<file path="src/rtl/reset_seq.sv">
// Multi-channel reset sequencer: debounces the external request, qualifies PLL lock,
// then releases NCH active-low channel resets in index order, spaced by GAP_CYCLES.
module reset_seq #(
  parameter int NCH         = 3,
  parameter int DEB_CYCLES  = 1000,
  parameter int LOCK_CYCLES = 256,
  parameter int GAP_CYCLES  = 16,
  parameter int MIN_HOLD    = 64,
  parameter int CNT_W       = 16
) (
  input  logic           clk,
  input  logic           reset,
  input  logic           rst_req_n,
  input  logic           pll_lock,
  input  logic           soft_rst,
  output logic [NCH-1:0] ch_reset_n,
  output logic           seq_done,
  output logic           pll_lock_n,
  output logic [7:0]     lock_loss_cnt,
  output logic [1:0]     state
);

  typedef enum logic [1:0] {S_HOLD, S_WAIT_LOCK, S_STAGE, S_RUN} state_e;

  localparam int IDX_W = $clog2(NCH + 1);
  localparam logic [CNT_W-1:0] DEB_MAX  = CNT_W'(DEB_CYCLES - 1);
  localparam logic [CNT_W-1:0] LOCK_MAX = CNT_W'(LOCK_CYCLES - 1);
  localparam logic [CNT_W-1:0] GAP_MAX  = CNT_W'(GAP_CYCLES - 1);
  localparam logic [CNT_W-1:0] HOLD_MAX = CNT_W'(MIN_HOLD - 1);
  localparam logic [IDX_W-1:0] IDX_LAST = IDX_W'(NCH - 1);

  logic             rq_s1_q, rq_s_q, lk_s1_q, lk_s_q;
  logic             deb_q, deb_d;
  logic [CNT_W-1:0] deb_cnt_q, deb_cnt_d;
  state_e           state_q, state_d;
  logic [CNT_W-1:0] hold_q, hold_d, lock_q, lock_d, gap_q, gap_d;
  logic [IDX_W-1:0] idx_q, idx_d;
  logic [NCH-1:0]   ch_q, ch_d;
  logic             done_q, done_d, lkn_q;
  logic [7:0]       llc_q, llc_d;
  logic             lock_lost, abort;

  // State register
  always_ff @(posedge clk) begin
    if (reset) begin
      rq_s1_q <= 1'b0; rq_s_q <= 1'b0; lk_s1_q <= 1'b0; lk_s_q <= 1'b0;
      deb_q   <= 1'b0; deb_cnt_q <= '0;
      state_q <= S_HOLD;
      hold_q  <= '0; lock_q <= '0; gap_q <= '0; idx_q <= '0;
      ch_q    <= '0; done_q <= 1'b0; lkn_q <= 1'b1; llc_q <= '0;
    end else begin
      rq_s1_q <= rst_req_n; rq_s_q <= rq_s1_q;
      lk_s1_q <= pll_lock;  lk_s_q <= lk_s1_q;
      deb_q   <= deb_d; deb_cnt_q <= deb_cnt_d;
      state_q <= state_d;
      hold_q  <= hold_d; lock_q <= lock_d; gap_q <= gap_d; idx_q <= idx_d;
      ch_q    <= ch_d; done_q <= done_d; lkn_q <= ~lk_s_q; llc_q <= llc_d;
    end
  end

  assign lock_lost = ~lk_s_q & ((state_q == S_STAGE) | (state_q == S_RUN));
  assign abort     = ~deb_q | soft_rst | lock_lost;

  // Next-state logic
  always_comb begin
    deb_d = deb_q; deb_cnt_d = '0;
    state_d = state_q;
    hold_d = hold_q; lock_d = lock_q; gap_d = gap_q; idx_d = idx_q;
    ch_d = ch_q; done_d = done_q; llc_d = llc_q;

    if (rq_s_q != deb_q) begin
      if (deb_cnt_q == DEB_MAX) deb_d = rq_s_q;
      else                      deb_cnt_d = deb_cnt_q + 1'b1;
    end

    if (abort) begin
      state_d = S_HOLD;
      ch_d    = '0;
      done_d  = 1'b0;
      // A held-low request while already in HOLD keeps the minimum-hold timer running
      if (state_q != S_HOLD || soft_rst) hold_d = '0;
      else if (hold_q != HOLD_MAX)       hold_d = hold_q + 1'b1;
      if (lock_lost && llc_q != 8'hFF) llc_d = llc_q + 8'd1;
    end else begin
      unique case (state_q)
        S_HOLD: begin
          if (hold_q != HOLD_MAX) hold_d = hold_q + 1'b1;
          else begin
            state_d = S_WAIT_LOCK;
            lock_d  = '0;
          end
        end
        S_WAIT_LOCK: begin
          if (!lk_s_q)                lock_d = '0;
          else if (lock_q != LOCK_MAX) lock_d = lock_q + 1'b1;
          else begin
            ch_d  = NCH'(1);
            idx_d = IDX_W'(1);
            gap_d = '0;
            if (NCH == 1) begin
              state_d = S_RUN;
              done_d  = 1'b1;
            end else begin
              state_d = S_STAGE;
            end
          end
        end
        S_STAGE: begin
          if (gap_q != GAP_MAX) gap_d = gap_q + 1'b1;
          else begin
            ch_d  = ch_q | (NCH'(1) << idx_q);
            idx_d = idx_q + 1'b1;
            gap_d = '0;
            if (idx_q == IDX_LAST) begin
              state_d = S_RUN;
              done_d  = 1'b1;
            end
          end
        end
        default: ;
      endcase
    end
  end

  // Outputs are straight from registers
  always_comb begin
    ch_reset_n    = ch_q;
    seq_done      = done_q;
    pll_lock_n    = lkn_q;
    lock_loss_cnt = llc_q;
    state         = state_q;
  end

endmodule

</file>
<file path="config.mk">
export PLATFORM = sky130hd
export DESIGN_NAME = reset_seq
export DESIGN_NICKNAME = d
export VERILOG_FILES = /design/src/rtl/reset_seq.sv
export SDC_FILE = /design/constraint.sdc
export NUM_CORES = 1
export LEC_CHECK = 0
export BUFFER_PORTS_ARGS = -buffer_cell sky130_fd_sc_hd__buf_4
export CORE_ASPECT_RATIO = 1.1
export CORE_MARGIN = 5
export CORE_UTILIZATION = 55
export DETAILED_ROUTE_END_ITERATION = 10
export GPL_TIMING_DRIVEN = 0
export PLACE_DENSITY = 0.72
export SLEW_MARGIN = 25
export SYNTH_ARGS = -nofsm -noshare
export SYNTH_HDL_FRONTEND = slang
export SYNTH_SLANG_ARGS = --single-unit
</file>
<file path="constraint.sdc">
create_clock -name clk -period 2.3 [get_ports clk]
set_input_delay 0.345 -clock clk [delete_from_list [all_inputs] [get_ports clk]]
set_output_delay 0.345 -clock clk [all_outputs]
set_load 0.01 [all_outputs]
</file>
## After elaboration in Yosys (flattened, before gate mapping)

Cells that the tools add are included.

- Flip-flop bits (word level): 86
- Bits in latches: 0
- Bits in writable memories: 0
- Bits in read-only memories: 0
- Input port bits: 5
- Output and inout port bits: 15
- Word-level logic and storage cells: 92
- Memories kept: 0

- Add/subtract/negate cells: 6
- Multipliers: 0
- Divide/modulo/power cells: 0
- $lt $le $gt $ge: 0
- Equality and inequality tests: 16
- Shift-type cells: 1
- Mux-type cells: 26
- Bitwise gates (word level): 10
- Reduce and logical (&&, ||, !) cells: 18

Operators with widths:

| kind | count |
|---|---|
| $mux 16 | 10 |
| $add 16x1->16 const B | 4 |
| $pmux 16 s2 | 2 |
| $eq 16x10->1 const B | 1 |
| $mux 2 | 8 |
| $ne 16x4->1 const B | 1 |
| $ne 16x6->1 const B | 1 |
| $ne 16x8->1 const B | 1 |
| $reduce_and 4->1 | 3 |
| $mux 3 | 3 |
| $add 8x1->8 const B | 1 |
| $ne 2x2->1 const B | 4 |
| $ne 8x8->1 const B | 1 |
| $reduce_bool 2->1 | 4 |
| $eq 2x2->1 const B | 3 |
| $pmux 2 s3 | 1 |
| $pmux 3 s2 | 1 |
| $reduce_and 6->1 | 1 |
| $not 1->1 | 5 |
| $reduce_and 5->1 | 1 |
| $pmux 2 s2 | 1 |
| $reduce_and 2->1 | 2 |
| $ne 3x3->1 const B | 1 |
| $or 1x1->1 | 3 |
| 14 further kinds | 14 |

## Longest topological paths before layout

- Word-level depth: 6
- Mapped depth: 9
- Mapped depth without buffers: 7

## Worst setup path after synthesis

No wires, ideal clock.

- Path kind: flip-flop to flip-flop
- Start: register state_q[0], in the netlist state[0]
- End: register lock_q[13]
- Setup time: 0.078 ns
- Arrival time: 2.243 ns
- Data required time: 2.222 ns
- Path slack: -0.021 ns
- Cell stages (with the launch flop): 8
- Buffers on the path: 0
- Clock period less this slack: 2.321 ns
- Cell sequence: dfxtp_1 -> inv_1 -> ha_1 -> o21bai_1 -> nand2_1 -> a211oi_1 -> a31oi_1 -> nor3_1

- Word-level cells in the longest chain between the ends: 6
- Elaborated cells on any way between the ends: 13
- Classes of those cells: eq/ne (5); mux (1); bitwise (4); reduce/logical (3)

Ends and longest elaborated chain:

| item | RTL line | RTL |
|---|---|---|
| start: declaration | 35 | `state_e state_q, state_d;` |
| start signal: assignment | 55 | `state_q <= state_d;` |
| $eq 2x2->1 | 61 | `assign lock_lost = ~lk_s_q & ((state_q == S_STAGE) \| (state_q == S_RUN));` |
| $or 1x1->1 | 61 |  |
| $and 1x1->1 | 61 |  |
| $or 1x1->1 | 62 | `assign abort = ~deb_q \| soft_rst \| lock_lost;` |
| $not 1->1 (no line) | n/a |  |
| $reduce_and 4->1 (no line) | n/a |  |
| end signal: assignment | 56 | `hold_q <= hold_d; lock_q <= lock_d; gap_q <= gap_d; idx_q <= idx_d;` |
| end: declaration | 36 | `logic [CNT_W-1:0] hold_q, hold_d, lock_q, lock_d, gap_q, gap_d;` |

Several ways; a longest one is shown, not always the timed one.
A chain may end at the register's enable or synchronous reset.

## Worst setup path after layout

- Start: register lock_q[11]
- End: register gap_q[1]

- Word-level cells in the longest chain between the ends: 3

Ends and longest elaborated chain:

| item | RTL line | RTL |
|---|---|---|
| $ne 16x8->1 | 95 | `else if (lock_q != LOCK_MAX) lock_d = lock_q + 1'b1;` |
| $ne 2x2->1 (no line) | n/a |  |
| $reduce_and 4->1 (no line) | n/a |  |
| end signal: assignment | 56 |  |
| end: declaration | 36 |  |

No other way between the ends.

==> flow_summary.yaml <==
global_route:
  grt-ovfl-total: 0
  grt_use_total_pct: 21.5
  met2_usage_pct: 37.1
  grt_max_degree: 14
  use_met1_pct: 26.8
  met3_usage_pct: 5.14
  grt_pass1_vias: 3718
  grt_busiest_layer: "met2"
  grt_pass1_wl_um: 17000
  antenna_found_initial: 0
final_layout:
  syn2layout_area_growth_pct: 18.2
  layout-drive-gt1-share_pct: 18.0
  multiInputGateArea_um2: 2710
  fillers: 675
  fin_area_um2: 5130
  nets: 575
  final_cells: 670
  diodes: 0
  register_area_um2: 1730
routing:
  drcViolationCount: 0
  viasPerCell: 6.00
  routed_wl_um: 10500
  wl_per_cell_um: 15.7
  via_count: 4018
  drt_iter0_drc: 260
  ant_nets: 0
  dr.pass1.iters: 5
logic_synthesis:
  synth_cell_types: 57
  synth-seq-area-share_pct: 39.7
  async_flop_share_pct: 0
  synth_cells: 515
  ys_ff_latch: 86
  synthesis.nets: 533
  ys.flop_type: "dfxtp_1"
  syn_area_um2: 4340
  yosysWarnings: 0
  syn_avg_cell_area_um2: 8.43
  synth_edf_count: 0
sta:
  period_minus_slack_ps: 2280
  max_slew_margin_pct: 50.8
  rsz0062_at_grt: "yes"
  drv_slew: 0
  finalCritPeriodShare_pct: 99.3
  fin_skew_ps: 3.49
  finalHoldViolCount: 0
  worstMarginPinSlew_ps: 726
  fmax_ghz: 0.438
  setup_ws_ps: 17.0
  setup_viol: 0
critical_path:
  worstPathArrival_ps: 2570
  worstSetupPathType: "reg2reg"
  critPathRequiredTime_ps: 2580
  crit_path_start_kind: "register"
  critPathMaxFanout: 7
  endpoint_kind: "register"
clock_network:
  clk_pin_slew_ps: 80
  clockRootBuffer: "clkbuf_8"
  cts_hold_buffers: 0
  numCtsBuffers: 9
  clk_path_buf_depth: 2
  cts_tree: "built"
  cts.sink_count: 86
  clk_latency_ps: 350
  htree_levels: 3
placed_design:
  place_ws_ps: -485
  gp_congestion: 0.858
  io_buffers: 19
  hpwl_um: 7140
  dp_cells: 642
  place_area_um2: 4620
floorplanning:
  fp.dieArea_um2: 9770
  core_area_um2: 7830
  rows: 34
  boundaryPins: 20
  fp.dieW_um: 94.7
  die_h_um: 103
  initial_core_util_pct: 55.5
min_path:
  hold_path.class: "in2reg"
pwr:
  p_leak_nw: 1.73
  ir_drop_mv: 0.304
  p_per_area_nw_per_um2: 514
flow_run:
  cap_violations: 0
status:
  status: "finished, final reports clean"
## flip-flops by register name, summed over array words and instances, names as in the netlist, 2 cells and up
signal         count
lock_q            16
state              2
deb_cnt_q         16
idx_q              2
ch_reset_n         3
hold_q            16
lock_loss_cnt      8
gap_q             16
## layout make-up
cell class | count | area share, %
timing repair buffer | 32 | 4.75
clock inverter | 4 | 0.878
sequential | 86 | 33.7
clock buffer | 12 | 3.02
inverter | 12 | 0.926
buffer | 13 | 1.39
multi-input combinational | 403 | 52.7
tap | 108 | 2.63
## cells in the final DEF, fill, tap and decap left out, drive strengths merged, types with 2 or more instances in the layout
| cell type | netlist | routed |
|---|---|---|
| dfxtp | 86 | 86 |
| nor2 | 73 | 73 |
| buf | 5 | 35 |
| nand3 | 34 | 34 |
| nand2 | 33 | 33 |
| xor2 | 25 | 25 |
| a21oi | 24 | 24 |
| nand4 | 21 | 21 |
| clkbuf | 9 | 21 |
| xnor2 | 20 | 20 |
| o21ai | 18 | 18 |
| nor3 | 15 | 15 |
| nor4 | 15 | 15 |
| or4 | 14 | 14 |
| ha | 13 | 13 |
| inv | 12 | 12 |
| or3 | 10 | 10 |
| and3 | 9 | 9 |
| nor2b | 8 | 8 |
| and4 | 6 | 6 |
| nand4b | 5 | 5 |
| a31oi | 5 | 5 |
| and2 | 5 | 5 |
| o31ai | 5 | 5 |
| or2 | 4 | 4 |
| nand2b | 4 | 4 |
| mux2i | 4 | 4 |
| o211ai | 3 | 3 |
| clkinv | 0 | 3 |
| o41ai | 3 | 3 |
| a211oi | 3 | 3 |
| and3b | 2 | 2 |
| a2111oi | 2 | 2 |
| o21a | 2 | 2 |
| a41o | 2 | 2 |
| or4b | 2 | 2 |
## final timing paths
| check | endpoint | slack [ps] | from | cells past startpoint |
|---|---|---|---|---|
| hold / removal | lk_s1_q | 200 | pll_lock | 2 |
| hold reg to reg | lk_s_q | 440 | lk_s1_q | 1 |
| setup reg to reg | gap_q[1] | 20 | lock_q[11] | 4 |
| setup / recovery | gap_q[1] | 20 | lock_q[11] | 4 |
## synth_stat cells (all sizes together), types with 3 or more instances
library cell | n | area share (%)
o211ai | 3 | 0.52
nand2 | 33 | 2.9
nor2b | 8 | 1.2
nor4 | 15 | 2.3
inv | 12 | 1.0
o21ai | 18 | 2.1
and2 | 5 | 0.72
o41ai | 3 | 0.95
nand2b | 4 | 0.58
o31ai | 5 | 0.86
and4 | 6 | 1.2
dfxtp | 86 | 40
a31oi | 5 | 0.72
nor2 | 73 | 6.3
nand4 | 21 | 3.0
a211oi | 3 | 0.63
and3 | 9 | 1.3
nand3 | 34 | 3.9
buf | 5 | 0.63
ha | 13 | 3.7
mux2i | 4 | 0.92
xnor2 | 20 | 4.0
or2 | 4 | 0.58
or4 | 14 | 2.6
or3 | 10 | 1.4
clkbuf | 9 | 0.78
a21oi | 24 | 2.8
nor3 | 15 | 1.7
nand4b | 5 | 1.0
xor2 | 25 | 5.0
## stage by stage
stage	hold WS (ps)	setup TNS (ps)	util, %	power, mW
finish	196	0	65.6	2.64
detailed placement	421	-8370	59.1	1.59
floorplan	397	0	-	1.56
CTS	187	0	63.5	2.66
global route	192	-160	65.6	2.75
global placement	425	-7170	59.1	1.59
## cell families (layout without fill, tap and decap cells)
group	after synthesis	in the layout	share of synthesized area [%]
XOR/XNOR	45	45	9.08
AND/OR/NAND/NOR	266	266	32.8
AO/OA/AOI/OAI	75	75	11.3
adder cells (fa/ha/maj)	13	13	3.75
buffers and inverters	26	73	2.45
multiplexers	4	4	0.922
flip-flops	86	86	39.7
## report_power, final
group / internal (mW) / leakage (nW) / switching (mW)
logic: 0.0219 / 0.924 / 0.0352
registers: 1.49 / 0.697 / 0.00544
clock network: 0.557 / 0.106 / 0.524
total: 2.07 / 1.73 / 0.565
## critical path, stage by stage, from the launching register on
cell	delay, ps
dfxtp_1	340
or4_4	580
o41a_1	560
or4b_1	560
a21oi_1	160
## what timing repair did
action / CTS / global route
pin swaps: 5 / 9
endpoints found under the hold margin: 0 / 0
resized for setup: 28 / 26
endpoints found under the setup margin: 46 / 50
cloned: 1 / 0
buffers inserted: 3 / 9
## routing by layer
layer	part of all wire, %	vias up	wire [µm]
li1	-	1951	-
met1	44	1943	4660
met2	50	102	5250
met3	3.7	22	388
met4	1.9	0	199
met5	0	-	0
Note: power is estimated with default switching activity, not from simulation.
